<file path="config.mk">
export PLATFORM = sky130hd
export DESIGN_NAME = bit_population_generator
export DESIGN_NICKNAME = d
export VERILOG_FILES = /design/src/rtl/bit_population_generator.sv
export SDC_FILE = /design/constraint.sdc
export NUM_CORES = 1
export LEC_CHECK = 0
export ABC_CLOCK_PERIOD_IN_PS = 4100
export CELL_PAD_IN_SITES_DETAIL_PLACEMENT = 0
export CELL_PAD_IN_SITES_GLOBAL_PLACEMENT = 1
export CORE_MARGIN = 3
export CORE_UTILIZATION = 43
export DETAILED_ROUTE_END_ITERATION = 8
export GPL_ROUTABILITY_DRIVEN = 0
export PLACE_DENSITY_LB_ADDON = 0.1
export RECOVER_POWER = 100
export SLEW_MARGIN = 20
export SYNTH_ARGS = -nofsm -noshare
export SYNTH_HDL_FRONTEND = slang
export SYNTH_SLANG_ARGS = --single-unit
</file>
<file path="constraint.sdc">
create_clock -name clk_i -period 4.1 [get_ports clk_i]
set_clock_uncertainty 0.2 [all_clocks]
set_input_delay 0.82 -clock clk_i [delete_from_list [all_inputs] [get_ports clk_i]]
set_output_delay 0.82 -clock clk_i [all_outputs]
set_load 0.02 [all_outputs]
</file>
<file path="src/rtl/bit_population_generator.sv">
// Emits a WIDTH-bit word with exactly the requested number of bits set, positions from a 16-bit Galois LFSR.
// Optional output self-check: define BIT_POP_GEN_SELFCHECK_EN to build it (err_o tied low otherwise).
module bit_population_generator #(
    parameter int          WIDTH = 16,
    parameter logic [15:0] SEED  = 16'hACE1
) (
    input  logic                     clk_i,
    input  logic                     arst_i,
    input  logic [$clog2(WIDTH):0]   cnt_i,
    input  logic                     cnt_val_i,
    output logic                     cnt_ready_o,
    output logic [WIDTH-1:0]         data_o,
    output logic                     data_val_o,
    output logic                     err_o
);

    localparam int           LW       = $clog2(WIDTH);
    localparam logic [15:0]  SEED_EFF = (SEED == 16'h0000) ? 16'h0001 : SEED;
    localparam logic [15:0]  TAPS     = 16'hB400;
    localparam logic [LW:0]  FULL     = (LW+1)'(WIDTH);
    localparam logic [LW:0]  HALF     = (LW+1)'(WIDTH / 2);

    typedef enum logic {IDLE, FILL} state_t;

    function automatic logic [LW:0] sat_cnt(input logic [LW:0] c);
        return (c > FULL) ? FULL : c;
    endfunction

    function automatic logic [LW:0] popcount(input logic [WIDTH-1:0] w);
        logic [LW:0] pc;
        pc = '0;
        for (int i = 0; i < WIDTH; i++) begin
            pc = pc + (LW+1)'(w[i]);
        end
        return pc;
    endfunction

    state_t            state_q, state_d;
    logic [WIDTH-1:0]  work_q, work_d;
    logic [LW:0]       placed_q, placed_d;
    logic [LW:0]       n_q, n_d;
    logic              inv_q, inv_d;
    logic [WIDTH-1:0]  data_q, data_d;
    logic              dval_q, dval_d;
    logic [15:0]       lfsr_q, lfsr_d;

    logic [LW:0]       t_sat;
    logic              inv_acc;
    logic [LW:0]       n_acc;
    logic [LW-1:0]     pos;
    logic [LW-1:0]     sel;
    logic              accept;

    assign t_sat   = sat_cnt(cnt_i);
    assign inv_acc = (t_sat > HALF);
    assign n_acc   = inv_acc ? (FULL - t_sat) : t_sat;
    assign accept  = (state_q == IDLE) && cnt_val_i;
    assign pos     = lfsr_q[LW-1:0];

    // First clear bit at or above pos, wrapping through bit 0; the LW-bit add wraps for free.
    always_comb begin
        logic          found;
        logic [LW-1:0] idx;
        sel   = pos;
        found = 1'b0;
        idx   = '0;
        for (int i = 0; i < WIDTH; i++) begin
            idx = pos + LW'(i);
            if (!found && !work_q[idx]) begin
                sel   = idx;
                found = 1'b1;
            end
        end
    end

    always_comb begin
        state_d  = state_q;
        work_d   = work_q;
        placed_d = placed_q;
        n_d      = n_q;
        inv_d    = inv_q;
        data_d   = data_q;
        dval_d   = 1'b0;
        lfsr_d   = lfsr_q[0] ? ((lfsr_q >> 1) ^ TAPS) : (lfsr_q >> 1);
        case (state_q)
            IDLE: begin
                if (cnt_val_i) begin
                    inv_d    = inv_acc;
                    n_d      = n_acc;
                    work_d   = '0;
                    placed_d = '0;
                    state_d  = FILL;
                end
            end
            FILL: begin
                if (placed_q == n_q) begin
                    data_d  = inv_q ? ~work_q : work_q;
                    dval_d  = 1'b1;
                    state_d = IDLE;
                end else begin
                    work_d[sel] = 1'b1;
                    placed_d    = placed_q + 1'b1;
                end
            end
            default: state_d = IDLE;
        endcase
    end

    always_ff @(posedge clk_i or posedge arst_i) begin
        if (arst_i) begin
            state_q  <= IDLE;
            work_q   <= '0;
            placed_q <= '0;
            n_q      <= '0;
            inv_q    <= 1'b0;
            data_q   <= '0;
            dval_q   <= 1'b0;
            lfsr_q   <= SEED_EFF;
        end else begin
            state_q  <= state_d;
            work_q   <= work_d;
            placed_q <= placed_d;
            n_q      <= n_d;
            inv_q    <= inv_d;
            data_q   <= data_d;
            dval_q   <= dval_d;
            lfsr_q   <= lfsr_d;
        end
    end

    assign cnt_ready_o = (state_q == IDLE);
    assign data_o      = data_q;
    assign data_val_o  = dval_q;

`ifdef BIT_POP_GEN_SELFCHECK_EN
    logic [LW:0] t_q;
    logic [LW:0] chk_t_q;
    logic [LW:0] pc_q;
    logic        chk_pend_q;
    logic        err_q;

    // The target is copied at the result pulse so a back-to-back accept cannot disturb the compare.
    always_ff @(posedge clk_i or posedge arst_i) begin
        if (arst_i) begin
            t_q        <= '0;
            chk_t_q    <= '0;
            pc_q       <= '0;
            chk_pend_q <= 1'b0;
            err_q      <= 1'b0;
        end else begin
            if (accept) begin
                t_q <= t_sat;
            end
            if (dval_q) begin
                pc_q    <= popcount(data_q);
                chk_t_q <= t_q;
            end
            chk_pend_q <= dval_q;
            if (chk_pend_q && (pc_q != chk_t_q)) begin
                err_q <= 1'b1;
            end
        end
    end

    assign err_o = err_q;
`else
    assign err_o = 1'b0;
`endif

endmodule

</file>
-- Word-level counts from Yosys, hierarchy flattened
Index checks and enable logic that the tools add are counted.
- add/sub/neg operators: 17
- magnitude comparators: 20
- equal/unequal tests: 3
- multiplexer cells: 79
- bitwise gates (word level): 4
- reduce and logical (&&, ||, !) cells: 48
- operators by type and width (operator ; number):
    < comparator 4 x 5 -> 1 bit, second input constant ; 17
    binary-select mux 1 bit (select 4 bit) ; 16
    two-way mux 16 bit ; 4
    two-way mux 4 bit ; 15
    two-way mux 1 bit ; 36
    adder 4 bit, second input constant ; 8
    case mux 16 bit (2 select lines) ; 1
    logical NOT 1 bit ; 29
    two-way mux 5 bit ; 4
    adder 4 x 3 -> 4 bit, second input constant ; 4
    logical AND 1 bit ; 16
    NOT 16 bit ; 1
    bitwise OR 16 bit ; 1
    case mux 5 bit (2 select lines) ; 1
    adder 4 x 2 -> 4 bit, second input constant ; 2
    AND reduction 2 bit ; 3
    adder 5 x 1 -> 5 bit, second input constant ; 1
    == test 5 bit ; 1
    greater-than comparator 5 x 4 -> 1 bit, second input constant ; 1
    greater-than comparator 5 bit, second input constant ; 1
    subtractor 5 bit, first input constant ; 1
    adder 4 x 1 -> 4 bit, second input constant ; 1
    demux 1 bit (select 4 bit) ; 1
    >= comparator 4 x 1 -> 1 bit, second input constant ; 1
    other kinds (4) ; 5
- bits in registers: 61
- bits of input ports: 8
- logic and storage cells: 179

-- Logic depth before layout (Yosys ltp)
Gate-level depths: netlist of the first run.
- depth in word-level cells: 55
- gate-level depth with buffers: 17
- mapped depth without buffers: 12

-- Worst setup path after synthesis of the first run
OpenSTA, ideal clock, no wires.
- kind: reg-to-reg
- from: register lfsr_q[2]
- to: register work_q[0]
- library setup time: 0.076 ns
- arrival time: 4.210 ns
- path slack: -0.386 ns
- cell stages (with the launch flop): 17
- buffers on the path: 4
- clock period less this slack: 4.486 ns
- path through: dfrtp_1 -> buf_6 -> clkbuf_1 -> clkbuf_1 -> clkinv_1 -> ha_1 -> a21oi_1 -> xnor2_1 -> mux4_1 -> buf_2 -> nand2_1 -> a221oi_1 -> a2111oi_0 -> a211oi_1 -> a22o_1 -> or3_4 -> o21ai_1
- word-level cells in the longest chain between the ends: 55
- RTL lines (element ; line ; source):
    start, declared ; 45 ; logic [15:0] lfsr_q, lfsr_d;
    start signal, assigned ; 127 ; lfsr_q <= lfsr_d;
    adder 4 x 1 -> 4 bit ; 68 ; idx = pos + LW'(i);
    binary-select mux 1 bit (select 4 bit) ; 69 ; if (!found && !work_q[idx]) begin
    two-way mux 1 bit (not written as such) ; 69 ;
    logical NOT 1 bit ; 69 ;
    logical AND 1 bit ; 69 ;
    two-way mux 1 bit ; 69 ;
    logical NOT 1 bit ; 69 ;
    logical AND 1 bit ; 69 ;
    [... 39 more ...] ; - ;
    two-way mux 4 bit * ; 69 ;
    < comparator 4 x 5 -> 1 bit (not written as such) / >= comparator 4 x 1 -> 1 bit (equally long branches) ; 101 ; work_d[sel] = 1'b1;
    logical AND 1 bit (not written as such) ; 101 ;
    two-way mux 1 bit (not written as such) ; 101 ;
    demux 1 bit (select 4 bit) * ; 101 ;
    bitwise OR 16 bit (no source line) * ; - ;
    two-way mux 16 bit * ; 96 ; if (placed_q == n_q) begin
    case mux 16 bit (2 select lines) * ; 85 ; case (state_q)
    end signal, assigned ; 121 ; work_q <= work_d;
    end, declared ; 39 ; logic [WIDTH-1:0] work_q, work_d;
Every way passes the cells marked *; elsewhere a longest branch is shown, timed or not. The select of a mux whose other input is x is not followed.
A chain may end at the register's enable or synchronous reset.

-- Worst setup path in the final report of the first run
- from: register lfsr_q[0]
- to: register work_q[8]
The elaborated chain is that of the path after synthesis.

==> results.toml, run 1 <==
[sta]
maxSlewHeadroom = 0.437
timing.final.max_slew_violations = 0
final_critical_path_setup_slack_ps = -55.1
tightest_slew_ps = 845
final_hold_viol_count = 0
fin_crit_ps = 4160
setup_viol = 6
finalSetupTns_ps = -151
tcrit_tclk_final = 1.01
rsz0062_at_grt = "true"
fmax_ghz = 0.241

[die]
start_util = 0.447
io-pin-count = 27
dieArea_um2 = 13500
core_region_area_um2 = 11700
die_x_um = 116
placementRows = 39
fp.dieH_um = 116

[placed_design]
placedInstanceArea_um2 = 6220
io_buffer_count = 25
hpwlAfterDp_um = 11900
pre_cts_setup_slack_ps = -279

[pwr]
power_density_nw_per_um2 = 581
static_leakage_uw = 0.00298
peakVddDrop_mv = 0.501

[synthesis]
netlist-cell-type-count = 77
synth_most_common_cell = "nand2_1"
synth_edf_count = 0
synthArstFlopShare = 1.00
synthTopCellsByCount = "nand2_1 (84), dfrtp_1 (53), o21ai_0 (36)"
synthTopCellsByArea = "dfrtp_1 (25%), mux4_2 (9.1%), nand2_1 (6.0%), mux2_2 (4.7%), xnor2_1 (4.7%)"
synthDominantAreaCellType = "dfrtp_1"
synth_sequential_area_ratio = 0.294
yosys_warnings = 0
yosysTopAreaCellShare = 0.254
synth_ff_type = "dfrtp_1"
mappedNetlistNets = 573
avgSynthCellArea_um2 = 9.39
syn_area_um2 = 5220
ys_seq_elements = 61
synthesis.instances = 556

[critical_path]
worstSetupPathType = "flip-flop to flip-flop"
slowest_stage_delay_on_critical_path_ps = 600
setup.worst_path.start_class = "flip-flop"
crit_path_cell_trace = "clkinv_8, ha_4, buf_4, buf_4, mux4_2, mux4_2, and3_4, and3_4, a221oi_4, xnor2_2, or3_4, o41ai_4"
crit_fanout = 6
path_buf_inv = 3
crit_slowest_cell = "dfstp_2"
path_delay_family = "multiplexers"
critical_path.endpoint_type = "flip-flop"
worst-endpoint-required_ps = 4120
critical_path_arrival_ps = 4170

[cts]
clk_root_buffer_cell = "clkbuf_16"
maximum_clock_path_buffer_count = 2
latest_clock_arrival_within_the_worst_skew_pair_ps = 320
cts.clk_slew.worst_paths_ps = 50
cts-buffers-inserted = 9
htree_levels = 3
tritoncts_num_sinks = 61
clock_tree_from_tritoncts = "built"

[routing]
total_wire_length_after_detailed_routing_um = 16900
routed-via-count = 4975
first_iter_violations = 440
detail_route.vias_per_cell = 6.13
detail-route-antenna-nets = 0
drc = 0
dr.pass1.iters = 7
wl_per_cell_um = 20.8

[hold_path]
hold_class = "flip-flop to flip-flop"

[global_route]
grt_overflow = 0
grt_max_degree = 34
grt_pass1_wl_um = 26000
initial_antenna_violation_count = 0
global_route.usage.total = 0.254
vias_in_the_first_global_route = 4769

[cells_and_area]
fin_area_um2 = 7280
area_delta_synth_final_pct = 39.4
layout-drive-gt1-share = 0.405
nets = 681
diodes = 0

[run_status]
run_status = "complete, but fails checks"
violations = "setup timing"

[flow_run]
timing.max_cap.violations = 0
final timing paths:
| path | from | to | slack (ps) | cells after the start |
|---|---|---|---|---|
| max in group asynchronous | arst_i | lfsr_q[5] | 2300 | 3 |
| worst min-delay path | lfsr_q[6] | lfsr_q[5] | 150 | 0 |
| worst max register to register | lfsr_q[0] | work_q[8] | -60 | 12 |
| worst max-delay path | lfsr_q[0] | work_q[8] | -60 | 12 |
| min in group asynchronous | arst_i | lfsr_q[1] | 690 | 2 |
| worst min register to register | lfsr_q[6] | lfsr_q[5] | 150 | 0 |
where the power goes:
group / total [uW] / leakage [uW] / switching (uW) / internal (uW)
Clock: 811 / 0.000163 / 249 / 562
Combinational: 2320 / 0.00205 / 1190 / 1130
Sequential: 1100 / 0.000767 / 313 / 787
Total: 4230 / 0.00298 / 1750 / 2480
per-stage QoR:
| step | total power (uW) | cells | utilization | hold WS [ps] |
|---|---|---|---|---|
| 6_report | 4230 | 812 | 0.624 | 153 |
| 5_1_grt | 4470 | 812 | 0.624 | 156 |
| 4_1_cts | 3990 | 806 | 0.583 | 154 |
| 3_5_place_dp | 3070 | 778 | 0.534 | 141 |
| 3_3_place_gp | 3030 | 778 | 0.534 | 134 |
| 2_1_floorplan | 2250 | 556 | - | 131 |
state kept, by name, summed over array words and instances (netlist names):
register    cells
data_val_o      1
placed_q        5
n_q             5
work_q         16
inv_q           1
lfsr_q         16
state_q         1
data_o         16
kinds of logic (layout without fill, tap and decap cells):
logic type | count (synthesis) | after routing | share of synthesized area
AOI/OAI and AO/OA | 126 | 126 | 0.173
xor gates and xnor gates | 40 | 40 | 0.0736
adders and majority gates | 9 | 9 | 0.0216
buffers and inverters | 63 | 176 | 0.0587
DFF | 61 | 61 | 0.294
muxes | 66 | 66 | 0.196
other | 1 | 1 | 0.000719
and+or+nand+nor | 190 | 190 | 0.181
final cells by class:
type	count	area, um^2
fillers	936	4390
multi-input cells	432	3940
flip-flops and latches	61	1540
repair buffers	144	1210
clock buffers	12	256
well taps	143	179
inverters	16	73.8
clock inverters	4	70.1
cell usage in the layout (no fill, tap or decap), drive strengths merged, types with 6 or more instances in the layout:
cell	instances
a21oi	17
nor2b	13
mux2i	18
mux2	23
nor2	28
a2111oi	11
dfstp	8
clkdlybuf4s50	25
o41ai	6
nand4	8
buf	119
inv	13
nand3	15
ha	9
a211oi	7
o21ai	44
xor2	11
dfrtp	53
mux4	25
xnor2	29
nor3	7
nand2b	8
clkbuf	12
nand2	84
and3	6
per-layer routing:
layer | global-route usage | part of all wire
met5 | 0 | 0
met4 | 0.0905 | 0.022
met3 | 0.0606 | 0.084
met2 | 0.375 | 0.46
met1 | 0.365 | 0.44
what timing repair did:
item / in CTS / in global routing
setup endpoints to repair: 16 / 16
endpoints found under the hold margin: 0 / 0
buffers inserted: 12 / 12
resized for setup: 31 / 89
pin swaps: 7 / 29
cloned: 0 / 0
hold buffers: 0 / 0
Note: power is estimated with default switching activity, not from simulation.
==> inputs of run 2 (changes only) <==
--- a/config.mk
+++ b/config.mk
@@ -12,6 +12,7 @@
 export CORE_UTILIZATION = 43
 export DETAILED_ROUTE_END_ITERATION = 8
 export GPL_ROUTABILITY_DRIVEN = 0
+export GPL_TIMING_DRIVEN = 0
 export PLACE_DENSITY_LB_ADDON = 0.1
 export RECOVER_POWER = 100
 export SLEW_MARGIN = 20
==> results.toml, run 2 (synthesis results as in run 1) <==
[run_status]
run_status = "complete, but fails checks"
violations = "capacitance limit, slew limit, setup timing"

[critical_path]
worst-endpoint-required_ps = 4140
setup.worst_path.start_class = "flip-flop"
critPathLaunch = "lfsr_q[0]"
worst-r2r-setup-slack_ps = -260
worstSetupPathType = "flip-flop to flip-flop"
critical_path.endpoint_type = "flip-flop"
worstRegToRegCells = 16
r2r_start = "lfsr_q[0]"
critical_path_arrival_ps = 4390
crit_fanout = 8
worst_r2r_endpoint = "work_q[4]"

[die]
fp.dieH_um = 116
placementRows = 39
io-pin-count = 27
core_region_area_um2 = 11700
start_util = 0.447
die_x_um = 116
dieArea_um2 = 13500

[cts]
tritoncts_num_sinks = 61
postCtsHoldBufs = 0
clock_tree_from_tritoncts = "built"
cts.clk_slew.worst_paths_ps = 50
cts-buffers-inserted = 9
htree_levels = 3
latest_clock_arrival_within_the_worst_skew_pair_ps = 340
maximum_clock_path_buffer_count = 2
clk_root_buffer_cell = "clkbuf_16"

[sta]
tcrit_tclk_final = 1.06
timing.hold.ws_ps = 146
timing.final.max_slew_violations = 46
final_critical_path_setup_slack_ps = -258
fin_crit_ps = 4360
tightest_slew_ps = 1970
rsz0062_at_grt = "true"
setup_viol = 16
final_hold_viol_count = 0
fmax_ghz = 0.229
maxSlewHeadroom = -0.312

[cells_and_area]
most-common-layout-cells = "nand2_1 (83), dfrtp_1 (52), buf_4 (44)"
nets = 656
fin_area_um2 = 6940
area_delta_synth_final_pct = 32.9
diodes = 0
layout-drive-gt1-share = 0.340
final_common_cell = "nand2_1"

[pwr]
power_frac_seq = 0.227
total_switching_power_uw = 1700
peakVddDrop_mv = 0.343
design_power_uw = 3870
power_density_nw_per_um2 = 558
share_clk_of_total_power = 0.178
switching_share = 0.439
static_leakage_uw = 0.00279
combPwrFrac = 0.595
p_int_uw = 2170

[hold_path]
min-delay-start = "lfsr_q[9]"
worstHoldEndpoint = "lfsr_q[8]"
hold_path_depth = 0
hold_class = "flip-flop to flip-flop"

[routing]
total_wire_length_after_detailed_routing_um = 16400
detail-route-antenna-nets = 0
detail_route.vias_per_cell = 6.24
routed-via-count = 4907
first_iter_violations = 496
drc = 0
wl_per_cell_um = 20.8
dr.pass1.iters = 5

[placed_design]
pre_cts_setup_slack_ps = -1060
hpwlAfterDp_um = 10900
placedInstanceArea_um2 = 5760
io_buffer_count = 25

[global_route]
global_route.usage.total = 0.252
vias_in_the_first_global_route = 4706
grt_overflow = 0
initial_antenna_violation_count = 0
grt_pass1_wl_um = 25900
grt_max_degree = 46

[flow_run]
timing.max_cap.violations = 1
## run 2: per-stage QoR
step	util	instances	TNS, ps
final	0.595	787	-2800
after global routing	0.595	787	-4750
after CTS	0.566	773	-2450
after detailed placement	0.494	725	-13930
after global placement	0.492	724	-13680
after floorplan	-	556	0
## run 2: power groups by stage
stage	Sequential, uW	Combinational, uW	Clock [uW]
after floorplan	976	1280	0
after CTS	885	2140	701
after detailed placement	893	1950	0
final	878	2310	688
after global routing	901	2490	735
after global placement	890	1930	0
## run 2: how the worst max path moves through the flow
| stage | slack (ps) | endpoint | cells after the start |
|---|---|---|---|
| 2_1_floorplan | 10 | work_q[0] | 16 |
| 3_3_place_gp | -1060 | work_q[4] | 15 |
| 3_5_place_dp | -1060 | work_q[4] | 15 |
| 4_1_cts | -240 | work_q[0] | 16 |
| 5_1_grt | -390 | work_q[4] | 15 |
| 6_report | -260 | work_q[4] | 16 |
## run 2: worst max-delay path, cell delays in order, from the launching register on
cell,delay (ps)
dfstp_2,550
buf_12,120
clkinv_8,50
ha_4,290
buf_8,130
buf_8,130
mux2_4,290
mux4_2,530
mux2_4,310
buf_6,140
buf_6,110
a311o_1,340
a31oi_4,180
a221oi_4,80
xnor2_2,190
or3_4,390
o21ai_0,230
## run 2: repair_timing
item,in CTS,in global routing
gates resized for setup,58,49
setup buffers,32,15
cloned,1,0
endpoints found under the hold margin,0,0
setup endpoints to repair,16,16
pin swaps,17,21
## run 2: area by class of cell
type	count	area (um^2)
Buffer	46	307
Clock buffer	14	264
Clock inverter	2	10.0
Fill cell	1006	4730
Inverter	16	80.1
Multi-Input combinational cell	432	3880
Sequential cell	61	1540
Tap cell	143	179
Timing Repair Buffer	73	681
## run 2: routing by layer
layer | global-route usage | share of wire
met1 | 0.351 | 0.44
met4 | 0.0766 | 0.021
met2 | 0.383 | 0.46
met5 | 0 | 0
met3 | 0.0694 | 0.082
==> inputs of run 3 (changes only) <==
--- a/config.mk
+++ b/config.mk
@@ -6,10 +6,11 @@
 export NUM_CORES = 1
 export LEC_CHECK = 0
 export ABC_CLOCK_PERIOD_IN_PS = 4100
+export CAP_MARGIN = 15
 export CELL_PAD_IN_SITES_DETAIL_PLACEMENT = 0
 export CELL_PAD_IN_SITES_GLOBAL_PLACEMENT = 1
 export CORE_MARGIN = 3
-export CORE_UTILIZATION = 43
+export CORE_UTILIZATION = 30
 export DETAILED_ROUTE_END_ITERATION = 8
 export GPL_ROUTABILITY_DRIVEN = 0
 export GPL_TIMING_DRIVEN = 0
==> results.toml, run 3 (synthesis results as in run 1) <==
[pwr]
power_frac_seq = 0.213
switching_share = 0.439
share_clk_of_total_power = 0.183
p_int_uw = 2340
peakVddDrop_mv = 0.376
combPwrFrac = 0.603
static_leakage_uw = 0.00293
total_switching_power_uw = 1830
power_density_nw_per_um2 = 567

[sta]
setup_viol = 16
final_critical_path_setup_slack_ps = -265
rsz0062_at_grt = "true"
fin_crit_ps = 4370
tcrit_tclk_final = 1.06
maxSlewHeadroom = 0.431
timing.final.max_slew_violations = 0
tightest_slew_ps = 850
finalSetupTns_ps = -3370
final_hold_viol_count = 0
fmax_ghz = 0.229

[global_route]
vias_in_the_first_global_route = 4808
initial_antenna_violation_count = 0
grt_max_degree = 37
grt_overflow = 0
global_route.usage.total = 0.193
grt_pass1_wl_um = 28000

[routing]
total_wire_length_after_detailed_routing_um = 18200
wl_per_cell_um = 20.6
dr.pass1.iters = 5
detail-route-antenna-nets = 0
drc = 0
first_iter_violations = 361
detail_route.vias_per_cell = 5.55
routed-via-count = 4892

[die]
die_x_um = 138
placementRows = 47
start_util = 0.310
io-pin-count = 27
fp.dieH_um = 138
core_region_area_um2 = 16800
dieArea_um2 = 19000

[cts]
clock_tree_from_tritoncts = "built"
maximum_clock_path_buffer_count = 2
latest_clock_arrival_within_the_worst_skew_pair_ps = 340
tritoncts_num_sinks = 61
cts-buffers-inserted = 9
cts.clk_slew.worst_paths_ps = 60
clk_root_buffer_cell = "clkbuf_16"
postCtsHoldBufs = 0
htree_levels = 3

[placed_design]
place_inst = 802
io_buffer_count = 25
placedInstanceArea_um2 = 5850
hpwlAfterDp_um = 12100
pre_cts_setup_slack_ps = -1200

[hold_path]
hold_path_depth = 0
hold_class = "flip-flop to flip-flop"

[critical_path]
worstSetupPathType = "flip-flop to flip-flop"
worst-r2r-setup-slack_ps = -270
critical_path.endpoint_type = "flip-flop"
worstRegToRegCells = 16
critical_path_arrival_ps = 4430
r2r_start = "lfsr_q[0]"
crit_fanout = 5
worst-endpoint-required_ps = 4170
critPathLaunch = "lfsr_q[0]"
endpoint = "work_q[1]"
setup.worst_path.start_class = "flip-flop"
worst_r2r_endpoint = "work_q[1]"

[cells_and_area]
layout-drive-gt1-share = 0.372
diodes = 0
fin_area_um2 = 7360
area_delta_synth_final_pct = 41.0
seq_area_um2 = 1540
most-common-layout-cells = "nand2_1 (80), buf_4 (57), dfrtp_1 (52)"
fillCellCount = 1659
final_common_cell = "nand2_1"
final_cells = 881
area_used_by_multi_input_combinational_logic_um2 = 3960
nets = 673

[run_status]
run_status = "complete, but fails checks"
violations = "setup timing"

[flow_run]
timing.max_cap.violations = 0
## run 3: cell count changes in the layout (fill, tap and decap cells not counted), sizes merged
cell           change
dlygate4sd3       -21
buf               +19
inv                +2
clkinvlp           +1
dlymetal6s2s       -1
bufinv             +1
clkdlybuf4s50     +21
clkinv             +1
clkbuf             -6
## run 3: power by group through the flow
stage	logic (uW)	registers, uW	clock network (uW)
floorplan	1280	976	0
global placement	2010	894	0
global route	2720	908	811
CTS	2320	889	786
detailed placement	2010	898	0
finish	2520	889	765
## run 3: critical path: stages (launching register included)
cell and delay, ps:
dfstp_2 550, buf_12 120, clkinv_8 50, ha_4 320
buf_8 140, buf_8 120, mux2_4 290, mux4_2 530
mux2_4 310, buf_6 140, and2_4 160, o2111ai_2 60
a21oi_1 70, a311o_1 380, a22o_4 300, or3_4 410
o21ai_2 130
## run 3: cell type report
type                       count  area share
multi-input combinational    432       0.538
sequential                    61       0.209
timing repair buffer          90       0.117
buffer                        46      0.0471
tap                          220      0.0374
clock buffer                   9      0.0306
inverter                      16      0.0111
clock inverter                 7      0.0102
## run 3: worst min path at each step
stage / startpoint / end / slack (ps)
2_1_floorplan: lfsr_q[4] / lfsr_q[3] / 130
3_3_place_gp: lfsr_q[4] / lfsr_q[3] / 140
3_5_place_dp: lfsr_q[4] / lfsr_q[3] / 140
4_1_cts: lfsr_q[9] / lfsr_q[8] / 150
5_1_grt: lfsr_q[9] / lfsr_q[8] / 160
6_report: lfsr_q[9] / lfsr_q[8] / 150
## run 3: metrics by stage
step	total power (uW)	utilization	hold WS (ps)
after floorplan	2250	-	131
after global placement	2900	0.347	142
after detailed placement	2910	0.348	136
after CTS	3990	0.414	151
after global routing	4440	0.437	165
final	4170	0.437	148
## run 3: what timing repair did
action,CTS,global route
cloned,2,1
endpoints found under the setup margin,16,16
pin swaps,23,29
endpoints found under the hold margin,0,0
gates resized for setup,84,57
buffers inserted,47,14
## run 3: routing by layer
layer | part of all wire | vias up | GRT usage | routed length (um)
met1 | 0.46 | 2485 | 0.272 | 8430
met4 | 0.013 | 0 | 0.0417 | 232
met2 | 0.48 | 118 | 0.318 | 8770
met5 | 0 | - | 0 | 0
met3 | 0.041 | 20 | 0.0250 | 749
li1 | - | 2269 | - | -
